## config.mk

```make
export PLATFORM = sky130hd
export DESIGN_NAME = button_event_decoder_flat
export DESIGN_NICKNAME = d
export VERILOG_FILES = /design/src/rtl/button_event_decoder_if.sv /design/src/rtl/button_event_decoder.sv /design/src/flat_wrapper.sv
export SDC_FILE = /design/constraint.sdc
export NUM_CORES = 1
export LEC_CHECK = 0
export CAP_MARGIN = 15
export CORE_ASPECT_RATIO = 0.6
export CORE_MARGIN = 5
export CORE_UTILIZATION = 57
export CTS_CLUSTER_SIZE = 24
export DETAILED_ROUTE_END_ITERATION = 10
export HOLD_SLACK_MARGIN = 0.1
export PLACE_DENSITY_LB_ADDON = 0.12
export SLEW_MARGIN = 10
export SYNTH_ARGS = -nofsm -noshare
export SYNTH_HDL_FRONTEND = slang
export SYNTH_SLANG_ARGS = --single-unit
export TNS_END_PERCENT = 10
```

## constraint.sdc

```tcl
create_clock -name clk -period 1.9 [get_ports clk]
set_input_delay 0.38 -clock clk [delete_from_list [all_inputs] [get_ports clk]]
set_output_delay 0.38 -clock clk [all_outputs]
set_load 0.05 [all_outputs]
```

## src/rtl/button_event_decoder_if.sv

```systemverilog
// Bundles the debounced button level with the decoded UI event outputs.
// Purely combinational wiring; no latency of its own.
// No backpressure: every event is a one-cycle pulse the consumer must take.
interface button_event_decoder_if;
    logic debouncedSignal;
    logic pressPulse;
    logic releasePulse;
    logic shortClick;
    logic longPress;
    logic repeatPulse;
    logic heldLevel;
    logic doubleClick;

    // Producer of the button level / consumer of the events (upstream/downstream logic)
    modport master (
        output debouncedSignal,
        input  pressPulse,
        input  releasePulse,
        input  shortClick,
        input  longPress,
        input  repeatPulse,
        input  heldLevel,
        input  doubleClick
    );

    // The decoder itself
    modport slave (
        input  debouncedSignal,
        output pressPulse,
        output releasePulse,
        output shortClick,
        output longPress,
        output repeatPulse,
        output heldLevel,
        output doubleClick
    );
endinterface

```

## src/rtl/button_event_decoder.sv

```systemverilog
// Decodes a debounced button level into press/release/click/long/repeat(/double-click) pulses.
// Latency: every pulse appears 1 cycle after the clock edge evaluating its condition; heldLevel follows state.
// No backpressure: events are fire-and-forget pulses. Optional macro DOUBLE_CLICK_EN adds double-click detection.
module button_event_decoder #(
    parameter int CNT_W        = 24,
    parameter int LONG_TICKS   = 12500000,
    parameter int REPEAT_TICKS = 2500000,
    parameter int DCLICK_TICKS = 7500000
) (
    input  logic                    clk,
    input  logic                    resetN,
    button_event_decoder_if.slave   bus
);

    localparam logic [CNT_W-1:0] LONG_LAST   = CNT_W'(LONG_TICKS - 1);
    localparam logic [CNT_W-1:0] REPEAT_LAST = CNT_W'(REPEAT_TICKS - 1);

`ifdef DOUBLE_CLICK_EN
    localparam logic [CNT_W-1:0] DCLICK_LAST = CNT_W'(DCLICK_TICKS - 1);

    typedef enum logic [2:0] {
        IDLE     = 3'd0,
        PRESSED  = 3'd1,
        HELD     = 3'd2,
        WAIT2    = 3'd3,
        PRESSED2 = 3'd4
    } state_t;
`else
    // The double-click window is meaningless without the feature; keep it referenced.
    logic unused_dclick;
    assign unused_dclick = ^DCLICK_TICKS;

    typedef enum logic [2:0] {
        IDLE    = 3'd0,
        PRESSED = 3'd1,
        HELD    = 3'd2
    } state_t;
`endif

    state_t           state_q, state_d;
    logic [CNT_W-1:0] cnt_q, cnt_d;
    logic             prev_q;
    logic             press_q, press_d;
    logic             release_q, release_d;
    logic             short_q, short_d;
    logic             long_q, long_d;
    logic             repeat_q, repeat_d;
    logic             dclick_q, dclick_d;

    logic             rise;
    logic             fall;
    logic             counting;

    // A level already high out of reset looks like a rise because prev_q resets to 0.
    assign rise = bus.debouncedSignal & ~prev_q;
    assign fall = ~bus.debouncedSignal & prev_q;

    // State, counter, edge history and registered event pulses
    always_ff @(posedge clk) begin
        if (!resetN) begin
            state_q   <= IDLE;
            cnt_q     <= '0;
            prev_q    <= 1'b0;
            press_q   <= 1'b0;
            release_q <= 1'b0;
            short_q   <= 1'b0;
            long_q    <= 1'b0;
            repeat_q  <= 1'b0;
            dclick_q  <= 1'b0;
        end else begin
            state_q   <= state_d;
            cnt_q     <= cnt_d;
            prev_q    <= bus.debouncedSignal;
            press_q   <= press_d;
            release_q <= release_d;
            short_q   <= short_d;
            long_q    <= long_d;
            repeat_q  <= repeat_d;
            dclick_q  <= dclick_d;
        end
    end

    // Next state and tick counter; a release always beats a coincident threshold
    always_comb begin
        state_d  = state_q;
        counting = 1'b0;
        case (state_q)
            IDLE: begin
                if (rise) state_d = PRESSED;
            end
            PRESSED: begin
                counting = 1'b1;
`ifdef DOUBLE_CLICK_EN
                if (fall)                    state_d = WAIT2;
`else
                if (fall)                    state_d = IDLE;
`endif
                else if (cnt_q == LONG_LAST) state_d = HELD;
            end
            HELD: begin
                counting = 1'b1;
                if (fall) state_d = IDLE;
            end
`ifdef DOUBLE_CLICK_EN
            WAIT2: begin
                counting = 1'b1;
                if (rise)                      state_d = PRESSED2;
                else if (cnt_q == DCLICK_LAST) state_d = IDLE;
            end
            PRESSED2: begin
                counting = 1'b1;
                if (fall)                    state_d = IDLE;
                else if (cnt_q == LONG_LAST) state_d = HELD;
            end
`endif
            default: state_d = IDLE;
        endcase

        if ((state_d != state_q) || repeat_d) cnt_d = '0;
        else if (counting)                    cnt_d = cnt_q + CNT_W'(1);
        else                                  cnt_d = cnt_q;
    end

    // Event conditions, registered next edge so every pulse is glitch-free
    always_comb begin
        press_d   = 1'b0;
        release_d = 1'b0;
        short_d   = 1'b0;
        long_d    = 1'b0;
        repeat_d  = 1'b0;
        dclick_d  = 1'b0;
        case (state_q)
            IDLE: begin
                press_d = rise;
            end
            PRESSED: begin
                release_d = fall;
`ifndef DOUBLE_CLICK_EN
                short_d   = fall;
`endif
                long_d    = ~fall & (cnt_q == LONG_LAST);
            end
            HELD: begin
                release_d = fall;
                repeat_d  = ~fall & (cnt_q == REPEAT_LAST);
            end
`ifdef DOUBLE_CLICK_EN
            WAIT2: begin
                press_d = rise;
                short_d = ~rise & (cnt_q == DCLICK_LAST);
            end
            PRESSED2: begin
                release_d = fall;
                dclick_d  = fall;
                // Reaching long-press here also reports the first click that was held back.
                long_d    = ~fall & (cnt_q == LONG_LAST);
                short_d   = ~fall & (cnt_q == LONG_LAST);
            end
`endif
            default: ;
        endcase
    end

    assign bus.pressPulse   = press_q;
    assign bus.releasePulse = release_q;
    assign bus.shortClick   = short_q;
    assign bus.longPress    = long_q;
    assign bus.repeatPulse  = repeat_q;
    assign bus.doubleClick  = dclick_q;
    assign bus.heldLevel    = (state_q == HELD);

endmodule

```

## src/flat_wrapper.sv

```systemverilog
// flat-port wrapper written by rule: the top's interface ports become plain ports
module button_event_decoder_flat 
#(
    parameter int CNT_W        = 24,
    parameter int LONG_TICKS   = 12500000,
    parameter int REPEAT_TICKS = 2500000,
    parameter int DCLICK_TICKS = 7500000
)
  (clk, resetN, bus_debouncedSignal, bus_pressPulse, bus_releasePulse, bus_shortClick, bus_longPress, bus_repeatPulse, bus_heldLevel, bus_doubleClick);
  button_event_decoder_if bus_i ();
  input  logic clk;
  input  logic resetN;
  input wire logic [$bits(bus_i.debouncedSignal)-1:0] bus_debouncedSignal;
  output wire logic [$bits(bus_i.pressPulse)-1:0] bus_pressPulse;
  output wire logic [$bits(bus_i.releasePulse)-1:0] bus_releasePulse;
  output wire logic [$bits(bus_i.shortClick)-1:0] bus_shortClick;
  output wire logic [$bits(bus_i.longPress)-1:0] bus_longPress;
  output wire logic [$bits(bus_i.repeatPulse)-1:0] bus_repeatPulse;
  output wire logic [$bits(bus_i.heldLevel)-1:0] bus_heldLevel;
  output wire logic [$bits(bus_i.doubleClick)-1:0] bus_doubleClick;
  assign bus_i.debouncedSignal = bus_debouncedSignal;
  assign bus_pressPulse = bus_i.pressPulse;
  assign bus_releasePulse = bus_i.releasePulse;
  assign bus_shortClick = bus_i.shortClick;
  assign bus_longPress = bus_i.longPress;
  assign bus_repeatPulse = bus_i.repeatPulse;
  assign bus_heldLevel = bus_i.heldLevel;
  assign bus_doubleClick = bus_i.doubleClick;
  button_event_decoder #(.CNT_W(CNT_W), .LONG_TICKS(LONG_TICKS), .REPEAT_TICKS(REPEAT_TICKS), .DCLICK_TICKS(DCLICK_TICKS)) u_core (.clk(clk), .resetN(resetN), .bus(bus_i));
endmodule
```

==> results of run 1 <==
[flip-flops by register name (all words and copies together) (netlist names)]
name	cells
u_core.bus.repeatPulse	1
u_core.state_q	3
u_core.bus.longPress	1
u_core.bus.shortClick	1
u_core.bus.releasePulse	1
u_core.bus.pressPulse	1
u_core.prev_q	1
u_core.cnt_q	24
[layout by cell type, fill, tap and decap left out, types with 2 or more instances in the layout]
master           synthesis  routed
o21ai_0                  2       2
conb_1                   1       2
nand2_1                  9       9
clkdlybuf4s50_1          0       7
nor4_4                   2       2
and4_1                   3       3
a21oi_1                  3       3
nand4b_1                 2       2
buf_12                   0       2
nand3_1                 11      11
nand2b_1                 2       2
nor2_1                  30      30
nor4_1                   5       4
nor2_2                   2       2
dfxtp_1                 33      32
xnor2_1                  5       5
clkbuf_8                 1       5
and3_1                   3       3
xor2_1                  18      18
and2_1                   4       4
nand4_1                 10      10
clkbuf_1                 0       3
nor3_1                   3       3
buf_4                    1       9
[area by class of cell]
type | count | area (um2) | area share [%]
Sequential cell | 33 | 662 | 36.0
Timing Repair Buffer | 18 | 178 | 9.66
Tap cell | 32 | 40.0 | 2.18
Clock buffer | 8 | 80.1 | 4.35
Multi-Input combinational cell | 131 | 880 | 47.8
[metal layers]
| layer | track usage [%] | part of all wire [%] |
|---|---|---|
| met5 | 0 | 0 |
| met1 | 23.9 | 49 |
| met2 | 26.3 | 44 |
| met3 | 5.18 | 6.5 |
| met4 | 4.49 | 0.78 |
[where the power goes]
part / internal, mW / total, mW / switching [mW]
registers: 0.696 / 0.702 / 0.00533
clock network: 0.260 / 0.498 / 0.238
logic: 0.0232 / 0.0572 / 0.0340
[kinds of logic after synthesis]
logic type	count (synthesis)	share of synthesized area [%]
simple gates	96	35.4
flops	33	41.8
xor+xnor	24	14.5
compound gates	8	3.16
buf+inv	7	4.11
fa+ha+maj	1	0.791
other cells	1	0.237
[Yosys cell counts (all sizes together) (2+ instances only)]
master / n / area, um2
a21oi: 3 / 15.0
and2: 4 / 25.0
and3: 3 / 18.8
and4: 3 / 26.3
buf: 6 / 51.3
dfxtp: 33 / 661
nand2: 9 / 33.8
nand2b: 2 / 12.5
nand3: 12 / 65.1
nand4: 11 / 75.1
nand4b: 2 / 17.5
nor2: 32 / 125
nor2b: 2 / 12.5
nor3: 3 / 15.0
nor4: 7 / 73.8
o21ai: 2 / 10.0
xnor2: 6 / 71.3
xor2: 18 / 158
[repair_timing]
action / CTS / global route
resized for setup: 0 / 4
setup endpoints to repair: 0 / 25
buffers inserted: 0 / 1
[worst min-delay path, delay by kind of cell, from the launching register on]
kind | cells | cell delay, ns
flip-flops | 1 | 0.34
AO/OA/AOI/OAI | 2 | 0.14
[path summary, 6_finish.rpt]
check,slack (ns),depth (start not counted),start,endpoint
max,0.09,4,u_core.state_q[0],bus_heldLevel
min reg2reg,0.53,2,u_core.cnt_q[1],u_core.cnt_q[1]
min,0.53,2,u_core.cnt_q[1],u_core.cnt_q[1]
max reg2reg,0.13,7,u_core.cnt_q[1],u_core.cnt_q[8]
==> results.yml, run 1 <==
place:
  gp_congestion: 0.834
  dp_hpwl_um: 2350
  pre_cts_ws_ns: 0.0745
  placed_area_um2: 1730
  port_buffers: 8
  placed_cells: 213
synth:
  synthCells: 170
  ys.flop_type: "dfxtp_1"
  ys_async_sr_fraction_pct: 0
  postSynthAreaPerCell_um2: 9.30
  synth.distinct_cells: 37
  ys_seq_area_share_pct: 41.8
  yosysWarnings: 0
  synth_enable_flop_cells: 0
  synth_area_um2: 1580
  ys_ff_latch: 33
drt:
  vias: 1259
  drtAntennaViolNets: 0
  routedWlPerCell_um: 14.4
  route.detailed.drc: 0
  dr.pass1.iters: 4
  viasPerCell: 5.67
  first_iter_violations: 57
  wl_um: 3210
grt:
  grt_start_max_net_pins: 25
  grt_pass1_wl_um: 5490
  grt_usage_pct: 17.3
  antenna_found_initial: 0
  grt_pass1_vias: 1170
  overflow: 0
die:
  rows: 14
  fp.dieW_um: 78
  start_util_pct: 61.4
  chipHeight_um: 50.8
  io_pins: 10
  design.core.area_um2: 2570
  dieArea_um2: 3960
clock_tree:
  insertion_delay_ns: 0.28
  clock_path_buffers: 2
  cts_made_buffers: 5
  root_buffer: "clkbuf_8"
  clkSlewWorstSetupHoldPaths_ns: 0.07
  cts_tree: "yes"
  cts_hold_buf: 0
  clock-sinks: 33
  h-tree-depth: 2
timing:
  min_period_ns: 1.81
  timing.hold.ws_ns: 0.532
  worst_pin_slew_ns: 0.517
  maxSlewHeadroom_pct: 65.5
  hold_violations: 0
  rsz0062_at_grt: "no"
  fmax_mhz: 553
  fin_setup_tns_ns: 0
  setup_viol: 0
  slew_viol_final: 0
  period_share_pct: 95.2
  setup_slack_ns: 0.0913
  fin_skew_ns: 0.00611
layout:
  syn_to_final_growth_pct: 16.3
  diodes: 0
  final_util_pct: 71.4
  finalNonFillerCells: 222
  layout.nets: 193
  fillers: 190
  drive_gt1_share_pct: 16.3
  stdcell_area_um2: 1840
setup_path:
  cp_slowest_stage_delay_ns: 0.35
  end_kind: "primary output"
  crit_required_ns: 1.52
  path_cells: "buf_4 -> and2b_2 -> nor2b_2 -> buf_12"
  critical_path_arrival_ns: 1.43
  critPathKind: "reg -> out"
  cp_max_fo: 9
  worst_setup_path_start_kind: "flop"
  cp_top_family: "simple AND/OR/NAND/NOR gates"
  crit_buf_inv: 2
  crit_path_top_delay_cell: "dfxtp_2"
power:
  p_leak_nw: 0.650
  powerDensity_nw_per_um2: 683
  peakVddDrop_mv: 0.554
  power.total_mw: 1.26
flow_run:
  maxCapViolCount: 0
hold_path:
  worstHoldPathType: "reg -> reg"
run_status:
  status: "finished clean"
Note: power is estimated with default switching activity, not from simulation.
==> run 2, diff against run 1 <==
GPL_ROUTABILITY_DRIVEN = 0   (was default)
RECOVER_POWER = 50   (was default)
==> run 2 against run 1 <==
  * Global-route usage did not move
  * Hold slack lost 0.0048 ns
  * Sequential share of layout area is 0.57 points higher
  * Worst setup slack got worse by 0.042 ns
  * Sequential power about the same
  * Die area is the same
  * Flip-flop and latch count unchanged
  * Core utilization decreased by 1.1 points
  * Power shrank 0.36%
  * Clock power about the same
  * Critical endpoint is now bus_repeatPulse
==> results.yml, run 2 (synthesis gave the netlist of run 1 again) <==
timing:
  min_period_ns: 1.85
  hold_violations: 0
  maxSlewHeadroom_pct: 52.6
  fin_setup_tns_ns: 0
  fmax_mhz: 540
  setup_slack_ns: 0.0490
  rsz0062_at_grt: "no"
  period_share_pct: 97.4
  fin_skew_ns: 0.00624
  worst_pin_slew_ns: 0.706
  slew_viol_final: 0
  setup_viol: 0
layout:
  multiInputGateArea_um2: 858
  final_cell_mix: "dfxtp_1, nor2_1, xor2_1"
  diodes: 0
  finalNonFillerCells: 222
  stdcell_area_um2: 1810
  drive_gt1_share_pct: 14.2
  syn_to_final_growth_pct: 14.5
  seq_area_um2: 662
  regMostFlops: "u_core.cnt_q"
  reg.largest.list: "u_core.cnt_q (24), u_core.state_q (3)"
  final_common_cell: "dfxtp_1"
  layout.nets: 193
  largest_reg_flops: 24
  fillers: 197
hold_path:
  min_from: "u_core.cnt_q[1]"
  holdPathStages: 2
  worstHoldPathType: "reg -> reg"
die:
  io_pins: 10
  rows: 14
  dieArea_um2: 3960
  start_util_pct: 61.4
  design.core.area_um2: 2570
  chipHeight_um: 50.8
  fp.dieW_um: 78
drt:
  route.detailed.drc: 0
  routedWlPerCell_um: 14.3
  viasPerCell: 5.68
  first_iter_violations: 55
  drtAntennaViolNets: 0
  dr.pass1.iters: 4
  vias: 1260
  wl_um: 3180
setup_path:
  crit_start: "u_core.bus.repeatPulse"
  regToRegSetupSlack_ns: 0.12
  end_kind: "primary output"
  crit_required_ns: 1.52
  worst_r2r_endpoint: "u_core.cnt_q[8]"
  crit_path_top_delay_cell: "dlygate4sd3_1"
  cp_slowest_stage_delay_ns: 0.88
  cp_top_family: "buffers and inverters"
  crit_path_end: "bus_repeatPulse"
  path_cells: "dlygate4sd3_1"
  crit_buf_inv: 1
  worst_setup_path_start_kind: "flop"
  critical_path_arrival_ns: 1.47
  cp_max_fo: 1
  path_depth: 1
  r2r-start: "u_core.cnt_q[1]"
  critPathKind: "reg -> out"
  r2r_cells: 7
place:
  dp_hpwl_um: 2350
  pre_cts_ws_ns: 0.0745
  port_buffers: 8
  placed_cells: 213
  placed_area_um2: 1730
power:
  p_leak_nw: 0.654
  p_int_uw: 976
  pwr-share-seq_pct: 55.9
  pwr-share-clk_pct: 39.8
  p_sw_uw: 276
  powerDensity_nw_per_um2: 692
  peakVddDrop_mv: 0.554
  netSwitchingFraction_pct: 22.1
  p_comb_share_pct: 4.3
grt:
  grt_pass1_wl_um: 5490
  grt_start_max_net_pins: 25
  antenna_found_initial: 0
  grt.met2_usage_pct: 26.3
  grt_pass1_vias: 1170
  top_usage_layer: "met2"
  grt_usage_pct: 17.3
  grtUsageMet3_pct: 5.18
  met1_usage_pct: 23.9
  overflow: 0
clock_tree:
  insertion_delay_ns: 0.28
  clkSlewWorstSetupHoldPaths_ns: 0.07
  clock_path_buffers: 2
  cts_made_buffers: 5
  h-tree-depth: 2
  clock-sinks: 33
  cts_hold_buf: 0
  cts_tree: "yes"
  root_buffer: "clkbuf_8"
run_status:
  status: "finished clean"
flow_run:
  maxCapViolCount: 0
[run 2: cell types whose count changed in the layout (fill, tap and decap cells not counted)]
cell	before	now
xnor2_1	5	6
clkdlybuf4s50_1	7	3
buf_4	9	7
xnor2_4	1	0
ha_1	0	1
dlygate4sd3_1	0	4
clkbuf_1	3	5
ha_2	1	0
[run 2: power groups by stage]
| stage | registers [mW] | clock network [mW] | logic (mW) |
|---|---|---|---|
| after floorplan | 0.717 | 0 | 0.0396 |
| after global placement | 0.717 | 0 | 0.0548 |
| after detailed placement | 0.717 | 0 | 0.0568 |
| after CTS | 0.701 | 0.504 | 0.0571 |
| after global routing | 0.701 | 0.537 | 0.0577 |
| final | 0.701 | 0.498 | 0.0533 |
[run 2: repair_timing]
action,in CTS,in global routing
setup buffers,0,1
endpoints found under the setup margin,0,25
gates resized for setup,0,4
[run 2: how the worst min path moves through the flow]
stage                            to  slack (ns)
finish              u_core.cnt_q[1]        0.53
global route        u_core.cnt_q[1]        0.57
CTS                 u_core.cnt_q[1]        0.52
detailed placement  u_core.cnt_q[1]        0.51
global placement    u_core.cnt_q[1]        0.51
floorplan           u_core.cnt_q[1]        0.48
[run 2: final cells by class]
cell class	instances	area share, %
multi-input cells	131	47.4
flip-flops and latches	33	36.6
repair buffers	18	9.40
clock buffers	8	4.42
well taps	32	2.21
[run 2: metrics by stage]
step,util [%],total power [mW],hold slack (ns)
after global routing,70.3,1.30,0.566
final,70.3,1.25,0.527
after CTS,70.4,1.26,0.525
after detailed placement,67.3,0.774,0.515
after floorplan,-,0.757,0.484
after global placement,67.3,0.772,0.507
[run 2: routing by layer]
layer / routed length [um] / vias up
li1: - / 628
met1: 1540 / 594
met2: 1400 / 32
met3: 209 / 6
met4: 33 / 0
met5: 0 / -
==> run 3, diff against run 2 <==
==> constraint.sdc (replaced) <==
create_clock -name clk -period 1.9 [get_ports clk]
set_input_delay 0.38 -clock clk [delete_from_list [all_inputs] [get_ports clk]]
set_output_delay 0.38 -clock clk [all_outputs]
set_load 0.01 [all_outputs]
==> run 3 against run 2 <==
  * Cell count fell by 0.45%
  * First-iteration DRC count is 96% higher
  * Critical path type is now reg -> reg
  * Sequential share of layout area increased by 0.21 points
  * Critical endpoint is now u_core.cnt_q[22]
  * Clock-buffer cell count down 1
  * Register-to-register slack improved by 0.04 ns
  * Non-clock buffer count stayed put
  * Highest routed layer unchanged
  * Clock power rose by 4.8%
  * Core utilization is 0.53 points lower
  * Worst setup slack improved by 0.11 ns
  * Die area unchanged
  * Via count fell by 0.56%
  * Flip-flop and latch count did not move
==> results.yml, run 3 (synthesis gave the netlist of run 1 again) <==
die:
  design.core.area_um2: 2570
  fp.dieW_um: 78
  io_pins: 10
  dieArea_um2: 3960
  start_util_pct: 61.4
  rows: 14
  chipHeight_um: 50.8
drt:
  drtAntennaViolNets: 0
  viasPerCell: 5.67
  wl_um: 3170
  route.detailed.drc: 0
  dr.pass1.iters: 4
  first_iter_violations: 108
  routedWlPerCell_um: 14.3
  vias: 1253
timing:
  period_share_pct: 91.4
  setup_slack_ns: 0.163
  min_period_ns: 1.74
  fmax_mhz: 576
  rsz0062_at_grt: "no"
  slew_viol_final: 0
  timing.hold.ws_ns: 0.550
  hold_violations: 0
  fin_setup_tns_ns: 0
  setup_viol: 0
  fin_skew_ns: 0.00242
grt:
  grt_pass1_vias: 1142
  overflow: 0
  antenna_found_initial: 0
  grt_pass1_wl_um: 5530
  grt_usage_pct: 17.6
  grt_start_max_net_pins: 25
run_status:
  status: "finished clean"
layout:
  syn_to_final_growth_pct: 13.6
  final_common_cell: "dfxtp_1"
  layout.nets: 193
  diodes: 0
  final_cell_mix: "dfxtp_1, nor2_1, xor2_1"
  final_util_pct: 69.8
  drive_gt1_share_pct: 12.2
  reg.largest.list: "u_core.cnt_q (24), u_core.state_q (3)"
  largest_reg_flops: 24
  fillers: 207
  regMostFlops: "u_core.cnt_q"
setup_path:
  regToRegSetupSlack_ns: 0.16
  r2r_cells: 7
  critPathKind: "reg -> reg"
  worst_r2r_endpoint: "u_core.cnt_q[22]"
  worst_setup_path_start_kind: "flop"
  r2r-start: "u_core.cnt_q[1]"
  cp_max_fo: 7
  critical_path_arrival_ns: 1.91
  end_kind: "flop"
  crit_required_ns: 2.07
  crit_start: "u_core.cnt_q[1]"
power:
  p_leak_nw: 0.660
  power.total_mw: 1.27
  peakVddDrop_mv: 0.588
  powerDensity_nw_per_um2: 706
clock_tree:
  cts_made_buffers: 5
  cts_tree: "yes"
  clkSlewWorstSetupHoldPaths_ns: 0.06
  clock-sinks: 33
  root_buffer: "clkbuf_8"
  clock_path_buffers: 2
  insertion_delay_ns: 0.28
  h-tree-depth: 2
hold_path:
  worstHoldPathType: "reg -> reg"
  min_from: "u_core.cnt_q[13]"
  holdPathStages: 2
  min_to: "u_core.cnt_q[13]"
flow_run:
  maxCapViolCount: 0
place:
  pre_cts_ws_ns: 0.101
  dp_hpwl_um: 2270
  port_buffers: 8
## run 3: where the power goes
part,internal (mW),switching [mW],total [mW],leakage (nW)
combinational,0.0198,0.0283,0.0481,0.349
clock,0.287,0.235,0.522,0.0443
sequential,0.696,0.00342,0.700,0.267
total,1.00,0.266,1.27,0.660
## run 3: repair_timing
item / CTS / global route
pin swaps: 0 / 2
buffers inserted: 0 / 1
hold buffers: 0 / 0
resized for setup: 2 / 1
setup endpoints to repair: 1 / 24
cloned: 0 / 0
## run 3: how the worst max path moves through the flow
stage / to / slack (ns) / cells after the start
after floorplan: u_core.cnt_q[20] / 0.27 / 6
after global placement: u_core.cnt_q[0] / 0.17 / 7
after detailed placement: u_core.cnt_q[11] / 0.10 / 7
after CTS: u_core.cnt_q[5] / 0.07 / 7
after global routing: u_core.cnt_q[22] / 0.04 / 7
final: u_core.cnt_q[22] / 0.16 / 7
## run 3: metal layers
metal	up-vias	track usage, %	part of all wire (%)
met3	3	5.54	5.8
li1	628	-	-
met1	585	25.4	53
met5	-	0	0
met2	37	24.2	41
met4	0	6.74	0.60
## run 3: final cells by class
class                   count  area (um2)  share of cell area, %
flip-flops and latches     33         661                   36.8
clock buffers               7        86.3                   4.81
repair buffers             18         155                   8.64
multi-input cells         131         855                   47.6
well taps                  32        40.0                   2.23
## run 3: worst max-delay path, stage by stage (launching register included)
cell     delay (ns)
dfxtp_1        0.39
ha_1           0.27
nand4_4        0.16
nor4_4         0.26
buf_4          0.19
nand3_1        0.11
xor2_1         0.19
nor2_1         0.05
## run 3: through the flow
step / instances / area (um2)
floorplan: 171 / 1590
global placement: 213 / 1720
detailed placement: 213 / 1720
CTS: 220 / 1810
global route: 221 / 1800
finish: 221 / 1800
